--- src/rtl/counter_seq_pkg.sv ---
// Shared types and defaults for the counter sequencer and its tick generator.
package counter_seq_pkg;

    typedef enum logic [1:0] {IDLE, LOAD, RUN, DONE} state_t;

    localparam int DEF_MIN_DIV     = 2;
    localparam int DEF_LOAD_CYCLES = 4;

    // Half-period of cnt_clk in clk cycles, with small dividers clamped up.
    function automatic int halfPeriod(input int div, input int minDiv);
        return ((div < minDiv) ? minDiv : div) + 1;
    endfunction

endpackage

--- src/rtl/counter_sequencer_tick_gen.sv ---
// Prescaler producing the cnt_clk square wave plus strobes marking the end of each low phase.
module seq_tick_gen #(
    parameter int PW = 9
)(
    input  logic          clk,
    input  logic          rst,
    input  logic          clear,
    input  logic [PW-1:0] half_period,
    output logic          cnt_clk,
    output logic          rise,
    output logic          low_end
);

    logic [PW-1:0] r_pre;
    logic          r_phase;
    logic          w_wrap;

    assign w_wrap = (r_pre == half_period - 1'b1);

    always_ff @(posedge clk or posedge rst) begin
        if (rst) begin
            r_pre   <= '0;
            r_phase <= 1'b0;
        end else if (clear) begin
            r_pre   <= '0;
            r_phase <= 1'b0;
        end else if (w_wrap) begin
            r_pre   <= '0;
            r_phase <= ~r_phase;
        end else begin
            r_pre   <= r_pre + 1'b1;
        end
    end

    // low_end is the decision point; rise only fires when the owner lets the wave continue.
    assign cnt_clk = r_phase;
    assign low_end = w_wrap & ~r_phase;
    assign rise    = low_end & ~clear;

endmodule

--- src/rtl/counter_sequencer.sv ---
// Command sequencer for the external up/down counter: load, tick to the end value, report done.
// Optional readback checking of cnt_q is enabled by defining SEQ_READBACK_CHECK_EN.
module counter_sequencer
    import counter_seq_pkg::*;
#(
    parameter int WIDTH       = 8,
    parameter int DIV_W       = 8,
    parameter int LOAD_CYCLES = DEF_LOAD_CYCLES,
    parameter int MIN_DIV     = DEF_MIN_DIV
)(
    input  logic             clk,
    input  logic             rst,
    input  logic             cmd_valid,
    output logic             cmd_ready,
    input  logic [WIDTH-1:0] cmd_start,
    input  logic [WIDTH-1:0] cmd_end,
    input  logic             cmd_up,
    input  logic [DIV_W-1:0] cmd_div,
    input  logic             cmd_repeat,
    input  logic             abort,
    output logic             cnt_enable,
    output logic             cnt_clk,
    output logic             cnt_load,
    output logic             cnt_up_down,
    output logic [WIDTH-1:0] cnt_value,
    input  logic [WIDTH-1:0] cnt_q,
    output logic [WIDTH-1:0] cur_value,
    output logic             busy,
    output logic             done,
    output logic             aborted,
    output logic             err
);

    localparam int PW = DIV_W + 1;
    localparam int LW = $clog2(LOAD_CYCLES + 1);

    state_t           r_state, w_next;
    logic [WIDTH-1:0] r_start, r_end, r_shadow;
    logic [DIV_W-1:0] r_div;
    logic             r_up, r_repeat, r_aborted;
    logic [LW-1:0]    r_loadCnt;
    logic [PW-1:0]    w_half;
    logic             w_clear, w_rise, w_lowEnd, w_loadLast, w_rbErr;

    assign w_half     = PW'(halfPeriod(int'(r_div), MIN_DIV));
    assign w_loadLast = (r_state == LOAD) && (r_loadCnt == LW'(LOAD_CYCLES - 1));
    assign w_clear    = (r_state != RUN) || (w_next != RUN);

`ifdef SEQ_READBACK_CHECK_EN
    logic r_err;

    assign w_rbErr = (w_loadLast && (cnt_q != r_start)) ||
                     ((r_state == RUN) && w_lowEnd && (cnt_q != r_shadow));

    always_ff @(posedge clk or posedge rst) begin
        if (rst)
            r_err <= 1'b0;
        else if (w_rbErr)
            r_err <= 1'b1;
    end

    assign err = r_err;
`else
    logic w_unusedQ;

    assign w_unusedQ = ^cnt_q;
    assign w_rbErr   = 1'b0;
    assign err       = 1'b0;
`endif

    seq_tick_gen #(.PW(PW)) u_tick (
        .clk        (clk),
        .rst        (rst),
        .clear      (w_clear),
        .half_period(w_half),
        .cnt_clk    (cnt_clk),
        .rise       (w_rise),
        .low_end    (w_lowEnd)
    );

    always_ff @(posedge clk or posedge rst) begin
        if (rst)
            r_state <= IDLE;
        else
            r_state <= w_next;
    end

    // Abort and readback errors take priority over every normal exit.
    always_comb begin
        w_next = r_state;
        case (r_state)
            IDLE: if (cmd_valid) w_next = LOAD;
            LOAD: begin
                if (abort)
                    w_next = IDLE;
                else if (w_loadLast)
                    w_next = w_rbErr ? IDLE : ((r_start == r_end) ? DONE : RUN);
            end
            RUN: begin
                if (abort)
                    w_next = IDLE;
                else if (w_lowEnd && w_rbErr)
                    w_next = IDLE;
                else if (w_lowEnd && (r_shadow == r_end))
                    w_next = DONE;
            end
            DONE: begin
                if (abort)
                    w_next = IDLE;
                else
                    w_next = r_repeat ? LOAD : IDLE;
            end
            default: w_next = IDLE;
        endcase
    end

    always_comb begin
        cmd_ready   = 1'b0;
        busy        = 1'b0;
        done        = 1'b0;
        cnt_enable  = 1'b0;
        cnt_load    = 1'b0;
        cnt_up_down = 1'b0;
        cnt_value   = '0;
        case (r_state)
            IDLE: cmd_ready = 1'b1;
            LOAD: begin
                busy        = 1'b1;
                cnt_enable  = 1'b1;
                cnt_load    = 1'b1;
                cnt_up_down = r_up;
                cnt_value   = r_start;
            end
            RUN: begin
                busy        = 1'b1;
                cnt_enable  = 1'b1;
                cnt_up_down = r_up;
                cnt_value   = r_start;
            end
            DONE: begin
                busy        = 1'b1;
                done        = 1'b1;
                cnt_enable  = 1'b1;
                cnt_up_down = r_up;
                cnt_value   = r_start;
            end
            default: cmd_ready = 1'b0;
        endcase
    end

    always_ff @(posedge clk or posedge rst) begin
        if (rst) begin
            r_start   <= '0;
            r_end     <= '0;
            r_div     <= '0;
            r_up      <= 1'b0;
            r_repeat  <= 1'b0;
            r_shadow  <= '0;
            r_loadCnt <= '0;
            r_aborted <= 1'b0;
        end else begin
            r_aborted <= abort && (r_state != IDLE);
            if ((r_state == IDLE) && cmd_valid) begin
                r_start  <= cmd_start;
                r_end    <= cmd_end;
                r_div    <= cmd_div;
                r_up     <= cmd_up;
                r_repeat <= cmd_repeat;
            end
            // The shadow steps on the same edge that raises cnt_clk, wrapping mod 2^WIDTH.
            if (r_state == LOAD)
                r_shadow <= r_start;
            else if ((r_state == RUN) && w_rise)
                r_shadow <= r_up ? r_shadow + 1'b1 : r_shadow - 1'b1;
            if (r_state == LOAD)
                r_loadCnt <= r_loadCnt + 1'b1;
            else
                r_loadCnt <= '0;
        end
    end

    assign aborted   = r_aborted;
    assign cur_value = r_shadow;

endmodule
--- config.mk ---
export PLATFORM = sky130hd
export DESIGN_NAME = counter_sequencer
export DESIGN_NICKNAME = d
export VERILOG_FILES = /design/src/rtl/counter_seq_pkg.sv /design/src/rtl/counter_sequencer_tick_gen.sv /design/src/rtl/counter_sequencer.sv
export SDC_FILE = /design/constraint.sdc
export NUM_CORES = 1
export LEC_CHECK = 0
export BUFFER_PORTS_ARGS = -buffer_cell sky130_fd_sc_hd__buf_4
export CELL_PAD_IN_SITES_DETAIL_PLACEMENT = 1
export CELL_PAD_IN_SITES_GLOBAL_PLACEMENT = 1
export CORE_ASPECT_RATIO = 2
export CORE_MARGIN = 4
export CORE_UTILIZATION = 46
export CTS_BUF_LIST = sky130_fd_sc_hd__clkbuf_4 sky130_fd_sc_hd__clkbuf_8
export DETAILED_ROUTE_END_ITERATION = 10
export GPL_TIMING_DRIVEN = 0
export HOLD_SLACK_MARGIN = 0.08
export PLACE_DENSITY_LB_ADDON = 0.12
export REMOVE_ABC_BUFFERS = 1
export SETUP_SLACK_MARGIN = 0.3
export SLEW_MARGIN = 10
export SYNTH_ARGS = -nofsm -noshare
export SYNTH_HDL_FRONTEND = slang
export SYNTH_SLANG_ARGS = --single-unit
--- constraint.sdc ---
create_clock -name clk -period 3.7 [get_ports clk]
set_input_delay 0 -clock clk [delete_from_list [all_inputs] [get_ports clk]]
set_output_delay 0 -clock clk [all_outputs]
set_load 0.1 [all_outputs]
==> results.py, run 1 <==
metrics = {
    "clock_network": {
        "htreeDepth": 2,
        "cts_made_buffers": 5,
        "clock-sinks": 50,
        "clkTransAtPathRegs_ps": 90,
        "cts_setup_buffers": 0,
        "cts_root_buffer": "clkbuf_8",
        "insertion_delay_ps": 310,
        "max-clock-path-buffers": 2,
        "post_cts_resized": 0,
        "cts_hold_buf": 28,
        "cts_tree": "done",
    },
    "synth": {
        "netlist_area_um2": 2738,
        "synth_top_area_frac": 0.4570,
        "synthFlopType": "dfrtp_1",
        "synth_edf_count": 0,
        "yosysWarnings": 0,
        "syn_avg_cell_area_um2": 10.41,
        "synthArstFlopShare": 1.000,
        "synthTopCellsByArea": "dfrtp_1 46%, mux2_2 9.5%, xor2_1 8.3%",
        "yosys.area.top_type": "dfrtp_1",
        "synth_cell_type_count": 41,
        "synth_seq_cells": 50,
        "yosysSeqAreaShare": 0.4570,
        "netlist_instances": 263,
    },
    "setup_path": {
        "ff2ff_setup_slack_ps": 810,
        "worstSetupEndpointType": "register",
        "endpoint": "cur_value[7]",
        "crit_type": "register to register",
        "crit_fanout": 30,
        "startpoint_type": "register",
        "critPathRequiredTime_ps": 3870,
        "crit_arrival_ps": 3060,
        "startpoint": "r_state[0]",
        "r2r-end": "cur_value[7]",
        "r2r-start": "r_state[0]",
        "reg2regPathDepth": 6,
    },
    "hold_path": {
        "hold_path.class": "input port to asynchronous set/reset pin",
    },
    "sta": {
        "timing.slew.headroom": 0.2172,
        "hold_viol": 0,
        "rsz0062_at_grt": "no",
        "worstMarginPinSlew_ps": 1170,
        "finalSetupTns_ps": 0,
        "clock_skew_ps": 8.473,
        "setup_violations": 0,
        "max_freq_mhz": 345.8,
        "slew_viol_final": 0,
        "finalCritPeriodShare": 0.7816,
        "period_needed_ps": 2892,
    },
    "run": {
        "drv_cap": 0,
    },
    "grt": {
        "antenna_found_initial": 1,
        "grt_max_degree": 37,
        "overflow": 0,
        "grtUsageTotal": 0.2281,
        "grt_pass1_vias": 2527,
        "grt_pass1_wl_mm": 12.74,
    },
    "floorplanning": {
        "io_pins": 63,
        "dieWidth_um": 62.55,
        "start_util": 0.4754,
        "die_h_um": 117.1,
        "coreArea_um2": 5758,
        "die_area_um2": 7325,
        "rows": 39,
    },
    "placed_design": {
        "port_buffers": 53,
        "place.gp.congestion": 0.9036,
        "dp_hpwl_mm": 5.316,
    },
    "cells_and_area": {
        "regArea_um2": 1251,
        "nets": 390,
        "nFillCells": 631,
        "drive_gt1_frac": 0.2653,
        "multiInputGateArea_um2": 1394,
        "area_growth_pct": 30.62,
    },
    "routing": {
        "firstDrtPassIters": 4,
        "drtAntennaViolNets": 0,
        "via_per_inst": 5.516,
        "vias": 2234,
        "route.detailed.drc": 0,
        "wire_per_inst_um": 18.99,
        "drtIter0Drc": 85,
        "finalWirelength_mm": 7.689,
    },
    "status": {
        "status": "completed",
    },
}
[Yosys cell counts (3+ instances only)]
cell type	number
o211ai_1	3
nand3_1	16
o21ai_0	8
nor4_1	6
clkbuf_1	8
xnor2_1	8
or4_1	3
mux2_2	23
nand2_1	18
and2_1	4
dfrtp_1	50
xor2_1	26
nor2_1	19
nor2b_1	10
ha_1	9
a21oi_1	4
or3_1	4
inv_1	13
[state kept, by name, indices dropped and copies added (netlist names)]
name and count:
r_div 8, r_loadCnt 3, u_tick.cnt_clk 1, cur_value 8, aborted 1, u_tick.r_pre 9, r_start 8, r_up 1
r_state 2, r_repeat 1, r_end 8
[worst min-delay path by stage]
| stage | endpoint | slack (ps) | cells past startpoint |
|---|---|---|---|
| global placement | r_state[1] | 200 | 2 |
| finish | r_div[5] | 220 | 3 |
| detailed placement | r_div[5] | -10 | 2 |
| global route | r_div[3] | 230 | 3 |
| CTS | r_div[5] | 200 | 3 |
| floorplan | r_state[1] | 60 | 1 |
[critical path, stage by stage, from the launching register on]
cell and delay (ps):
dfrtp_1 460, nor2_1 910, and2_2 770, a211oi_1 140, o21ai_0 250, or4_1 140
a31oi_1 70
[per-layer routing]
metal | up-vias | share of wire | global-route usage | wire length [µm]
met3 | 21 | 0.024 | 0.03629 | 187
li1 | 1066 | - | - | -
met5 | - | 0 | 0 | 0
met2 | 43 | 0.58 | 0.4465 | 4455
met1 | 1104 | 0.35 | 0.2244 | 2707
met4 | 0 | 0.044 | 0.1298 | 338
[per-stage QoR]
| stage | utilization | cell area [µm²] | std cells | hold slack, ps | setup WS [ps] |
|---|---|---|---|---|---|
| 2_1_floorplan | - | 2693 | 253 | 63.14 | 85.55 |
| 3_3_place_gp | 0.5500 | 3167 | 367 | 199.0 | 446.2 |
| 3_5_place_dp | 0.5537 | 3188 | 368 | -9.750 | 828.5 |
| 4_1_cts | 0.6206 | 3573 | 404 | 204.3 | 815.0 |
| 5_1_grt | 0.6210 | 3576 | 405 | 226.2 | 527.8 |
| 6_report | 0.6210 | 3576 | 405 | 217.3 | 808.1 |
[layout by cell type, fill, tap and decap left out, types with 2 or more instances in the layout]
master         netlist  routed
buf_4                2      53
dfrtp_1             50      50
dlygate4sd3_1        0      28
xor2_1              26      26
mux2_2              23      23
nor2_1              19      19
nand2_1             18      18
nand3_1             16      16
inv_1               13      12
nor2b_1             10      10
ha_1                 9       9
o21ai_0              8       8
xnor2_1              8       8
clkbuf_8             0       7
nor4_1               6       6
a21oi_1              4       4
or3_1                4       4
o211ai_1             3       3
or4_1                3       3
and2_1               4       3
nand2b_1             2       2
nor3_1               2       2
o2111ai_1            2       2
a211oi_1             2       2
and4_1               2       2
a31oi_1              2       2
o21bai_1             2       2
[logic make-up (layout without fill, tap and decap cells)]
| logic type | after synthesis | count (layout) | share of synthesized area |
|---|---|---|---|
| simple gates | 92 | 92 | 0.1805 |
| fa+ha+maj | 10 | 10 | 0.04845 |
| compound gates | 29 | 29 | 0.07130 |
| mux | 24 | 24 | 0.09826 |
| flops | 50 | 50 | 0.4570 |
| other cells | 1 | 2 | 0.001370 |
| buf+inv | 23 | 103 | 0.03428 |
| xor+xnor | 34 | 34 | 0.1088 |
[final cells by class]
type | count | share of cell area
Clock buffer | 7 | 0.02694
Antenna cell | 1 | 0.0006998
Inverter | 13 | 0.01365
Tap cell | 61 | 0.02134
Timing Repair Buffer | 82 | 0.1952
Sequential cell | 50 | 0.3499
Clock inverter | 1 | 0.002449
Multi-Input combinational cell | 190 | 0.3898
Power of run 1 is not shown: default switching activity piles up to over one toggle a cycle in this logic, so the estimate is an artifact.
==> run 2: changes to the inputs <==
- ABC_AREA: default -> 1
- CORE_UTILIZATION: 46 -> 41
- clock period: 3.7 -> 2.85 ns (I/O delays scaled with it)
==> run 2 against run 1 <==
  * Sequential share of layout area down 1.9 points
  * Worst hold slack worse by 110 ps
  * First-iteration DRC count down 1.2%
  * Die area up 17%
  * Routed wire length up 10%
  * Register-to-register slack worse by 240 ps
  * Design area up 5.6%
  * Critical path depth up 7
  * Flip-flop and latch count unchanged
  * Via count up 24%
  * Highest routed layer unchanged
==> results.py, run 2 <==
metrics = {
    "sta": {
        "rsz0062_at_grt": "no",
        "timing.slew.headroom": 0.4287,
        "clock_skew_ps": 7.480,
        "finalCritPeriodShare": 0.7990,
        "fin_ws_ps": 572.8,
        "hold_viol": 0,
        "slew_viol_final": 0,
        "max_freq_mhz": 439.1,
        "period_needed_ps": 2277,
        "setup_violations": 0,
        "worstMarginPinSlew_ps": 853.7,
    },
    "clock_network": {
        "max-clock-path-buffers": 2,
        "insertion_delay_ps": 310,
        "htreeDepth": 2,
        "cts_root_buffer": "clkbuf_8",
        "cts_tree": "done",
        "cts_made_buffers": 5,
        "clkTransAtPathRegs_ps": 90,
        "clock-sinks": 50,
    },
    "grt": {
        "grt_pass1_vias": 3058,
        "grtUsageTotal": 0.2189,
        "grt_pass1_wl_mm": 14.26,
        "antenna_found_initial": 0,
        "grt_max_degree": 46,
        "overflow": 0,
    },
    "cells_and_area": {
        "regArea_um2": 1251,
        "nets": 517,
        "mostFrequentLayoutCells": "126 x nand2_1, 53 x buf_4, 50 x dfrtp_1, 43 x inv_1, 42 x nor2_1",
        "diodes": 0,
        "area_growth_pct": 29.68,
        "largest_reg_flops": 9,
        "multiInputGateArea_um2": 1431,
        "final_cell_area_um2": 3777,
        "layout_commonest_cell": "nand2_1",
        "finalNonFillerCells": 560,
        "nFillCells": 897,
        "fin_util": 0.5443,
        "drive_gt1_frac": 0.1809,
        "top_register": "u_tick.r_pre",
    },
    "synth": {
        "synth_commonest_cells": "126 x nand2_1, 50 x dfrtp_1, 44 x inv_1",
        "synth_edf_count": 0,
        "syn_avg_cell_area_um2": 7.469,
        "yosysSeqAreaShare": 0.4296,
        "netlist_instances": 390,
        "netlist_area_um2": 2913,
        "synth_seq_cells": 50,
        "synth_cell_type_count": 30,
        "synthFlopType": "dfrtp_1",
        "yosys.cell_count.top_type": "nand2_1",
        "yosys.area.top_type": "dfrtp_1",
        "synthArstFlopShare": 1.000,
        "synth_top_area_frac": 0.4296,
        "yosysWarnings": 0,
        "synthTopCellsByArea": "dfrtp_1 43%, nand2_1 16%, inv_1 5.7%",
    },
    "placed_design": {
        "port_buffers": 53,
        "dp.cells": 524,
        "place_ws_ps": -394.1,
        "place.gp.congestion": 0.7561,
        "dp_hpwl_mm": 6.361,
        "dpl_cell_area_um2": 3393,
    },
    "setup_path": {
        "worstSetupEndpointType": "register",
        "crit_fanout": 9,
        "startpoint": "r_up",
        "r2r-end": "cur_value[6]",
        "ff2ff_setup_slack_ps": 570,
        "crit_arrival_ps": 2480,
        "r2r-start": "r_up",
        "reg2regPathDepth": 13,
        "crit_type": "register to register",
        "startpoint_type": "register",
        "critPathRequiredTime_ps": 3050,
    },
    "power_and_ir_drop": {
        "power_frac_comb": 0.613,
        "power.total_mw": 4.273,
        "intPower_mw": 1.907,
        "power_density_nw_per_um2": 1131,
        "leakage_nw": 1.913,
        "clockPowerShare": 0.104,
        "vdd.ir_drop.worst_mv": 0.7175,
        "power_switching_mw": 2.366,
        "pwr-share-seq": 0.282,
        "swShare": 0.5537,
    },
    "routing": {
        "drtAntennaViolNets": 0,
        "finalWirelength_mm": 8.482,
        "drtIter0Drc": 84,
        "via_per_inst": 4.961,
        "wire_per_inst_um": 15.15,
        "vias": 2778,
        "firstDrtPassIters": 4,
        "route.detailed.drc": 0,
    },
    "floorplanning": {
        "coreArea_um2": 6940,
        "dieWidth_um": 67.60,
        "rows": 43,
        "die_area_um2": 8599,
        "io_pins": 63,
        "die_h_um": 127.2,
        "start_util": 0.4197,
    },
    "run": {
        "drv_cap": 0,
    },
    "hold_path": {
        "hold_path.class": "input port to register",
        "worstHoldStart": "cmd_valid",
        "min_to": "r_repeat",
        "whs_path_depth": 4,
    },
    "status": {
        "status": "completed",
    },
}
## run 2: cell count changes after synthesis, sizes merged, moves of 6 or more
cell	before	now
inv	13	49
nor2	19	48
nor2b	10	0
nor3	2	8
mux2	23	0
o21ai	8	28
nor4	6	0
nand2	18	131
xor2	26	9
## run 2: final cells by class
type,count,area share
Clock buffer,7,0.02385
Tap cell,90,0.02981
Inverter,50,0.05002
Timing Repair Buffer,82,0.1848
Sequential cell,50,0.3312
Clock inverter,1,0.001325
Multi-Input combinational cell,280,0.3789
## run 2: power by group through the flow
stage	clock network, mW	registers [mW]	logic, mW
2_1_floorplan	0	1.54	1.65
3_3_place_gp	0	1.20	2.55
3_5_place_dp	0	1.22	2.62
4_1_cts	0.465	1.21	2.66
5_1_grt	0.492	1.24	2.86
6_report	0.445	1.21	2.62
## run 2: worst max path at each step
stage	end	slack (ps)	cells past startpoint
finish	cur_value[6]	570	13
floorplan	busy	-780	2
global route	cur_value[6]	360	13
global placement	cur_value[5]	-380	8
detailed placement	cur_value[7]	-390	8
CTS	cur_value[6]	540	13
## run 2: metal layers
layer  global-route usage  wire length [µm]  up-vias  share of wire
li1                     -                 -     1366              -
met1               0.2066              2823     1362           0.33
met2               0.4411              5257       36           0.62
met3              0.02990               205       14          0.024
met4              0.07895               196        0          0.023
met5                    0                 0        -              0
## run 2: cells by family after synthesis
kind of cell | count (synthesis) | synth area share
xor gates and xnor gates | 19 | 0.05713
DFF | 50 | 0.4296
adders and majority gates | 10 | 0.04553
buffers and inverters | 60 | 0.08161
AOI/OAI and AO/OA | 40 | 0.07174
other | 1 | 0.001287
and+or+nand+nor | 210 | 0.3131
## run 2: worst max-delay path, stage by stage (launching register included)
cell and delay [ps]:
dfrtp_1 400, inv_1 260, ha_1 350, nand2_1 90, nand2_1 40, a21oi_1 160
nor2_1 80, nor2_1 110, o21ai_0 110, or2_2 280, nand3_1 60, o21ai_0 90
nand2_1 90, nand2_1 50
## run 2: what timing repair did
| action | CTS | global route |
|---|---|---|
| hold buffers | 28 | 0 |
| endpoints found under the setup margin | 45 | 0 |
| hold endpoints to repair | 86 | 0 |
| gates resized for setup | 3 | 0 |
| buffers inserted | 0 | 0 |
## run 2: per-stage QoR
| stage | setup TNS [ps] | hold WS (ps) |
|---|---|---|
| 6_report | 0 | 106.7 |
| 5_1_grt | 0 | 129.1 |
| 4_1_cts | 0 | 108.4 |
| 3_5_place_dp | -6253 | 12.79 |
| 3_3_place_gp | -5701 | 194.8 |
| 2_1_floorplan | -23810 | 63.14 |
Note: power is estimated with default switching activity, not from simulation.
